## config.mk

```make
export PLATFORM = sky130hd
export DESIGN_NAME = load_store_unit
export DESIGN_NICKNAME = d
export VERILOG_FILES = /design/src/rtl/lsu_pkg.sv /design/src/rtl/lsu_align.sv /design/src/rtl/load_store_unit.sv
export SDC_FILE = /design/constraint.sdc
export NUM_CORES = 1
export LEC_CHECK = 0
export ABC_CLOCK_PERIOD_IN_PS = 4400
export BUFFER_PORTS_ARGS = -buffer_cell sky130_fd_sc_hd__buf_4
export CORE_MARGIN = 4
export CORE_UTILIZATION = 45
export DETAILED_ROUTE_END_ITERATION = 7
export PLACE_DENSITY = 0.7
export SYNTH_ARGS = -nofsm -noshare
export SYNTH_HDL_FRONTEND = slang
export SYNTH_HIERARCHICAL = 1
export SYNTH_SLANG_ARGS = --single-unit
```

## constraint.sdc

```tcl
create_clock -name clk -period 4.4 [get_ports clk]
set_input_delay 0 -clock clk [delete_from_list [all_inputs] [get_ports clk]]
set_output_delay 0 -clock clk [all_outputs]
set_load 0.01 [all_outputs]
```

## src/rtl/lsu_pkg.sv

```systemverilog
// Shared definitions for the load/store unit: RV32I funct3 codes, FSM states,
// access sizes and the request-decoding helpers.
package lsu_pkg;

    localparam logic [2:0] F3_B  = 3'b000;
    localparam logic [2:0] F3_H  = 3'b001;
    localparam logic [2:0] F3_W  = 3'b010;
    localparam logic [2:0] F3_BU = 3'b100;
    localparam logic [2:0] F3_HU = 3'b101;

    typedef enum logic [2:0] {
        IDLE = 3'd0,
        RD   = 3'd1,
        WR   = 3'd2,
        RESP = 3'd3,
        ERR  = 3'd4
    } lsu_state_e;

    typedef enum logic [1:0] {
        BYTE = 2'd0,
        HALF = 2'd1,
        WORD = 2'd2
    } lsu_size_e;

    function automatic lsu_size_e f3_size(input logic [2:0] f3);
        lsu_size_e sz;
        case (f3)
            F3_B, F3_BU: sz = BYTE;
            F3_H, F3_HU: sz = HALF;
            default:     sz = WORD;
        endcase
        return sz;
    endfunction

    // Stores have no unsigned variants, so only B/H/W are legal for them.
    function automatic logic funct3_legal(input logic we, input logic [2:0] f3);
        logic ok;
        case (f3)
            F3_B, F3_H, F3_W: ok = 1'b1;
            F3_BU, F3_HU:     ok = !we;
            default:          ok = 1'b0;
        endcase
        return ok;
    endfunction

endpackage

```

## src/rtl/lsu_align.sv

```systemverilog
// Byte-lane logic: extracts and extends load data from a RAM word, and merges
// sub-word store data into a RAM word (little-endian lanes).
module lsu_align
    import lsu_pkg::*;
(
    input  logic [31:0] word_i,
    input  logic [31:0] wdata_i,
    input  logic [1:0]  offset_i,
    input  logic [2:0]  funct3_i,
    output logic [31:0] load_data_o,
    output logic [31:0] store_word_o
);

    logic [7:0]  byte_sel;
    logic [15:0] half_sel;

    always_comb begin
        byte_sel = word_i[{offset_i, 3'b000} +: 8];
        half_sel = offset_i[1] ? word_i[31:16] : word_i[15:0];

        case (funct3_i)
            F3_B:    load_data_o = {{24{byte_sel[7]}}, byte_sel};
            F3_BU:   load_data_o = {24'h0, byte_sel};
            F3_H:    load_data_o = {{16{half_sel[15]}}, half_sel};
            F3_HU:   load_data_o = {16'h0, half_sel};
            default: load_data_o = word_i;
        endcase

        // Untouched lanes pass through from the read word unchanged.
        store_word_o = word_i;
        case (f3_size(funct3_i))
            BYTE:    store_word_o[{offset_i, 3'b000} +: 8]     = wdata_i[7:0];
            HALF:    store_word_o[{offset_i[1], 4'b0000} +: 16] = wdata_i[15:0];
            default: store_word_o = wdata_i;
        endcase
    end

endmodule

```

## src/rtl/load_store_unit.sv

```systemverilog
// RV32I load/store unit in front of a word-addressed RAM: one request at a time,
// read-modify-write for SB/SH, sign/zero extension for sub-word loads.
module load_store_unit
    import lsu_pkg::*;
#(
    parameter logic [31:0] BASE_ADDR  = 32'h0000_0000,
    parameter int unsigned SIZE_BYTES = 4096
) (
    input  logic        clk,
    input  logic        reset,
    input  logic        req_valid,
    output logic        req_ready,
    input  logic        req_we,
    input  logic [2:0]  req_funct3,
    input  logic [31:0] req_addr,
    input  logic [31:0] req_wdata,
    output logic        resp_valid,
    output logic        resp_err,
    output logic [31:0] resp_rdata,
    output logic [31:0] ram_addr,
    output logic        ram_wr_sig,
    output logic [31:0] ram_wr_data,
    input  logic [31:0] ram_rd_data,
    output lsu_state_e  state_o
);

    // Handshake: a request is taken on a rising edge where req_valid && req_ready;
    // req_ready is high only in IDLE, so inputs are ignored while a request is in flight.

    lsu_state_e  state_q, state_d;
    logic        we_q;
    logic [2:0]  funct3_q;
    logic [1:0]  offset_q;
    logic [31:0] wdata_q;
    logic [31:0] word_q;
    logic [31:0] rdata_q;
    logic [31:0] ram_addr_q;

    logic [32:0] diff;
    logic        in_range;
    logic        aligned;
    logic        req_ok;
    logic        accept;
    logic [31:0] align_word;
    logic [31:0] load_data;
    logic [31:0] store_word;

    always_comb begin
        // 33-bit subtraction so an address below BASE_ADDR shows up as a borrow.
        diff     = {1'b0, req_addr} - {1'b0, BASE_ADDR};
        in_range = !diff[32] && (diff[31:0] < SIZE_BYTES);
        case (f3_size(req_funct3))
            HALF:    aligned = !req_addr[0];
            WORD:    aligned = (req_addr[1:0] == 2'b00);
            default: aligned = 1'b1;
        endcase
        req_ok = funct3_legal(req_we, req_funct3) && aligned && in_range;
        accept = req_valid && (state_q == IDLE);
    end

    always_comb begin
        state_d = state_q;
        case (state_q)
            IDLE: begin
                if (accept) begin
                    if (!req_ok)
                        state_d = ERR;
                    else if (req_we && (f3_size(req_funct3) == WORD))
                        state_d = WR;
                    else
                        state_d = RD;
                end
            end
            RD:      state_d = we_q ? WR : RESP;
            WR:      state_d = RESP;
            RESP:    state_d = IDLE;
            ERR:     state_d = IDLE;
            default: state_d = IDLE;
        endcase
    end

    // In RD the fresh RAM word feeds extraction; in WR the captured word feeds the merge.
    assign align_word = (state_q == RD) ? ram_rd_data : word_q;

    lsu_align u_align (
        .word_i       (align_word),
        .wdata_i      (wdata_q),
        .offset_i     (offset_q),
        .funct3_i     (funct3_q),
        .load_data_o  (load_data),
        .store_word_o (store_word)
    );

    always_ff @(posedge clk) begin
        if (reset) begin
            state_q    <= IDLE;
            we_q       <= 1'b0;
            funct3_q   <= 3'b000;
            offset_q   <= 2'b00;
            wdata_q    <= 32'h0;
            word_q     <= 32'h0;
            rdata_q    <= 32'h0;
            ram_addr_q <= 32'h0;
        end else begin
            state_q <= state_d;
            if (accept) begin
                we_q     <= req_we;
                funct3_q <= req_funct3;
                offset_q <= req_addr[1:0];
                wdata_q  <= req_wdata;
                if (req_ok)
                    ram_addr_q <= diff[31:0];
            end
            if (state_q == RD) begin
                word_q <= ram_rd_data;
                if (!we_q)
                    rdata_q <= load_data;
            end
            if (state_q == ERR)
                rdata_q <= 32'h0;
        end
    end

    // Write enable is masked by reset so an abandoned request never reaches the RAM.
    assign req_ready   = (state_q == IDLE);
    assign resp_valid  = (state_q == RESP) || (state_q == ERR);
    assign resp_err    = (state_q == ERR);
    assign resp_rdata  = (state_q == ERR) ? 32'h0 : rdata_q;
    assign ram_addr    = ram_addr_q;
    assign ram_wr_sig  = (state_q == WR) && !reset;
    assign ram_wr_data = (state_q == WR) ? store_word : 32'h0;
    assign state_o     = state_q;

endmodule

```

==> impl_metrics.csv <==
group,metric,value,unit
global_routing,grt_pass1_wl,37560,um
setup_path,path_cells,"inv_1 > ha_1 > nor4bb_1 > a21oi_1 > o221ai_1 > and2_1 > buf_4",
setup_path,arrival,3.45,ns
yosys,synth_top_family_by_area,"simple AND/OR/NAND/NOR gates",
layout,fin_nets,1200,
yosys,ys_seq_area_frac,0.3707,
detailed_routing,first_pass_iters,6,
yosys,synth.largest_area_cell,"dfxtp_1",
floorplanning,io_pins,206,
worst_hold_path,worstHoldStart,"ram_rd_data[9]",
global_routing,grt_max_degree,71,
sta,slew-limit-headroom,0.1928,
worst_hold_path,holdPathStages,3,
cts,cts-root-buf,"clkbuf_16",
cts,cts_max_path_buffers,2,
sta,final-hold-violation-count,0,
setup_path,max_stage_delay,0.95,ns
detailed_routing,wirelength,24350,um
setup_path,rrSetupSlack,1.24,ns
yosys,syn-cell-area,0.007398,mm^2
cts,clock_latency,0.42,ns
cts,cts_setup_buffers,0,
yosys,synthMuxAreaShare,0.1035,
detailed_routing,drt-vias-per-instance,5.514,
cts,cts_tree,"yes",
detailed_routing,drt-initial-drc-count,627,
detailed_routing,postRouteAntennaNets,0,
cts,clock-sinks,137,
sta,period_share,0.7851,
setup_path,path_max_fanout,15,
yosys,synthesis.nets,979,
cts,hold_buffers,57,
sta,rsz0062_at_grt,"false",
sta,tightest_slew,1.194,ns
setup_path,r2r-start,"state_o[0]$_SDFFE_PP0P_",
floorplanning,die_area,0.01856,mm^2
detailed_routing,drc,0,
sta,finalSetupViolations,0,
global_routing,grt_usage,0.2607,
floorplanning,die_y,136.2,um
floorplanning,die_w,136.2,um
sta,period_needed,3.454,ns
yosys,avgSynthCellArea,8.494,um^2
power,ir_worst_vdd,0.2983,mV
detailed_routing,drt-wirelength-per-cell,18.43,um
setup_path,crit_path_end_kind,"output port",
setup_path,start_kind,"flip-flop",
worst_hold_path,min_to,"word_q[9]$_SDFF_PP0_",
setup_path,cp_slowest_cell,"nor4bb_1",
global_routing,grt-ovfl-total,0,
setup_path,worstSetupPathType,"flip-flop to output port",
yosys,yosys.area_share.simple,0.2796,
place,detailedPlace.worstSlack,1.260,ns
setup_path,r2r-end,"rdata_q[2]$_SDFFE_PP0P_",
setup_path,cp.required,4.40,ns
global_routing,grt_pass1_vias,6746,
worst_hold_path,hp-class,"input pin to flip-flop",
detailed_routing,via_count,7284,
global_routing,antenna_found_initial,0,
outcome,status,"completed",
cts,cts-resized-gates,0,
layout,antenna_cells,0,
cts,cts_buffers,17,
sta,maxSlewViolCount,0,
yosys,yosys.area_share.adder,0.008456,
sta,finalSetupTns,0,ns
sta,maxClockFrequency,289.5,MHz
power,total_power,3.131,mW
place,io_buffers,205,
floorplanning,num_rows,46,
power,p_leak,4.121,nW
yosys,synth_flop_cell,"dfxtp_1",
cts,htree_levels,4,
yosys,synth_compound_area_frac,0.1786,
floorplanning,core,0.01600,mm^2
setup_path,reg2regPathDepth,8,
yosys,ys_async_sr_fraction,0,
sta,clock_skew,0.006459,ns
yosys,synth-edff-count,0,
yosys,syn_inst,871,
yosys,synth_seq_cells,137,
floorplanning,initial_core_util,0.4624,
layout,area_delta_synth_final,36.61,%
yosys,synth_xor_area_frac,0,
yosys,yosys-top-cells-area,"dfxtp_1 (37%), nand2_1 (8.5%), nor2b_1 (8.1%)",
yosys,synth_top_area_frac,0.3707,
place,gp_congestion,0.9295,
job,maxCapViolations,0,
sta,setup_ws,0.9455,ns
power,power_density,309.7,mW/mm^2
yosys,synth-warning-count,6,
cts,clkTransAtPathRegs,0.06,ns
place,place_hpwl,16770,um
yosys,synth.distinct_cells,59,
layout,drive_gt1_frac,0.2769,
cells by family (layout without fill, tap and decap cells):
logic type | after synthesis | count (layout)
AO/OA/AOI/OAI | 193 | 193
flip-flops | 137 | 137
adder cells (fa/ha/maj) | 5 | 5
AND/OR/NAND/NOR | 383 | 383
buffers and inverters | 84 | 318
multiplexers | 69 | 69
stage by stage:
| step | instances | instance area (um^2) | utilization | hold WS (ns) |
|---|---|---|---|---|
| finish | 1321 | 10110 | 0.6317 | 0.01462 |
| global route | 1321 | 10110 | 0.6317 | 0.02948 |
| CTS | 1321 | 10110 | 0.6317 | 0.002976 |
| detailed placement | 1232 | 8916 | 0.5572 | 0.2555 |
| global placement | 1232 | 8916 | 0.5572 | 0.2514 |
| floorplan | 871 | 7398 | - | 0.1360 |
synth_stat cells, drive strengths merged (2+ instances only):
cell type	count
nor2b	97
a21oi	87
or2	5
o21bai	3
clkbuf	30
nor2	4
nand3b	3
mux2	37
mux2i	30
ha	5
and2	34
a221oi	7
a211oi	6
o21a	8
nor3	5
inv	13
o31a	2
a22o	8
nor3b	25
o22ai	17
nand2	169
dfxtp	137
a21o	3
o221ai	16
nor4	8
a22oi	6
o21ai	9
buf	41
nand2b	28
and4b	2
o311a	2
a221o	14
mux4	2
final cells by class:
type	count	area, um^2
Fill cell	1378	5893
Multi-Input combinational cell	650	4232
Sequential cell	137	2744
Timing Repair Buffer	273	2192
Clock buffer	20	446.7
Tap cell	216	270.3
Clock inverter	12	173.9
Inverter	13	48.80
sequential cells by signal, summed over array words and instances, names as in the netlist:
name	count
ram_addr	32
state_o	3
offset_q	2
word_q	32
funct3_q	3
wdata_q	32
we_q	1
rdata_q	32
where the power goes:
part           switching, mW  internal, mW  leakage, nW  total [mW]
Clock                  0.546         0.960        0.292        1.51
Sequential            0.0358          1.26         1.11        1.30
Combinational          0.165         0.162         2.72       0.327
cell usage in the layout (no fill, tap or decap), types with 12 or more instances in the layout:
cell	n
buf_4	216
nand2_1	168
dfxtp_1	136
nor2b_1	95
a21oi_1	87
dlygate4sd3_1	57
mux2_2	36
and2_1	34
mux2i_1	30
nand2b_1	28
nor3b_1	20
clkbuf_16	17
o22ai_1	17
o221ai_1	16
a221o_1	14
inv_1	12
how the worst max path moves through the flow:
stage                                   from                        to
floorplan            state_o[0]$_SDFFE_PP0P_  rdata_q[10]$_SDFFE_PP0P_
global placement     state_o[0]$_SDFFE_PP0P_   rdata_q[2]$_SDFFE_PP0P_
detailed placement   state_o[0]$_SDFFE_PP0P_   rdata_q[2]$_SDFFE_PP0P_
CTS                  state_o[0]$_SDFFE_PP0P_           ram_wr_data[28]
global route        offset_q[1]$_SDFFE_PP0P_           ram_wr_data[21]
finish              offset_q[1]$_SDFFE_PP0P_           ram_wr_data[22]
worst max-delay path, delay by kind of cell, from the launching register on:
kind / cells / cell delay (ns)
simple gates: 2 / 1.11
flops: 1 / 0.54
compound gates: 2 / 0.42
fa+ha+maj: 1 / 0.47
buf+inv: 2 / 0.49
metal layers:
metal  vias up  global-route usage  wire [um]
met2       337              0.4221      11410
li1       3457                   -          -
met3        47             0.05292       1792
met4         0             0.09239        679
met1      3443              0.3457      10470
met5         -                   0          0
Power figures use the tool's default switching activity.
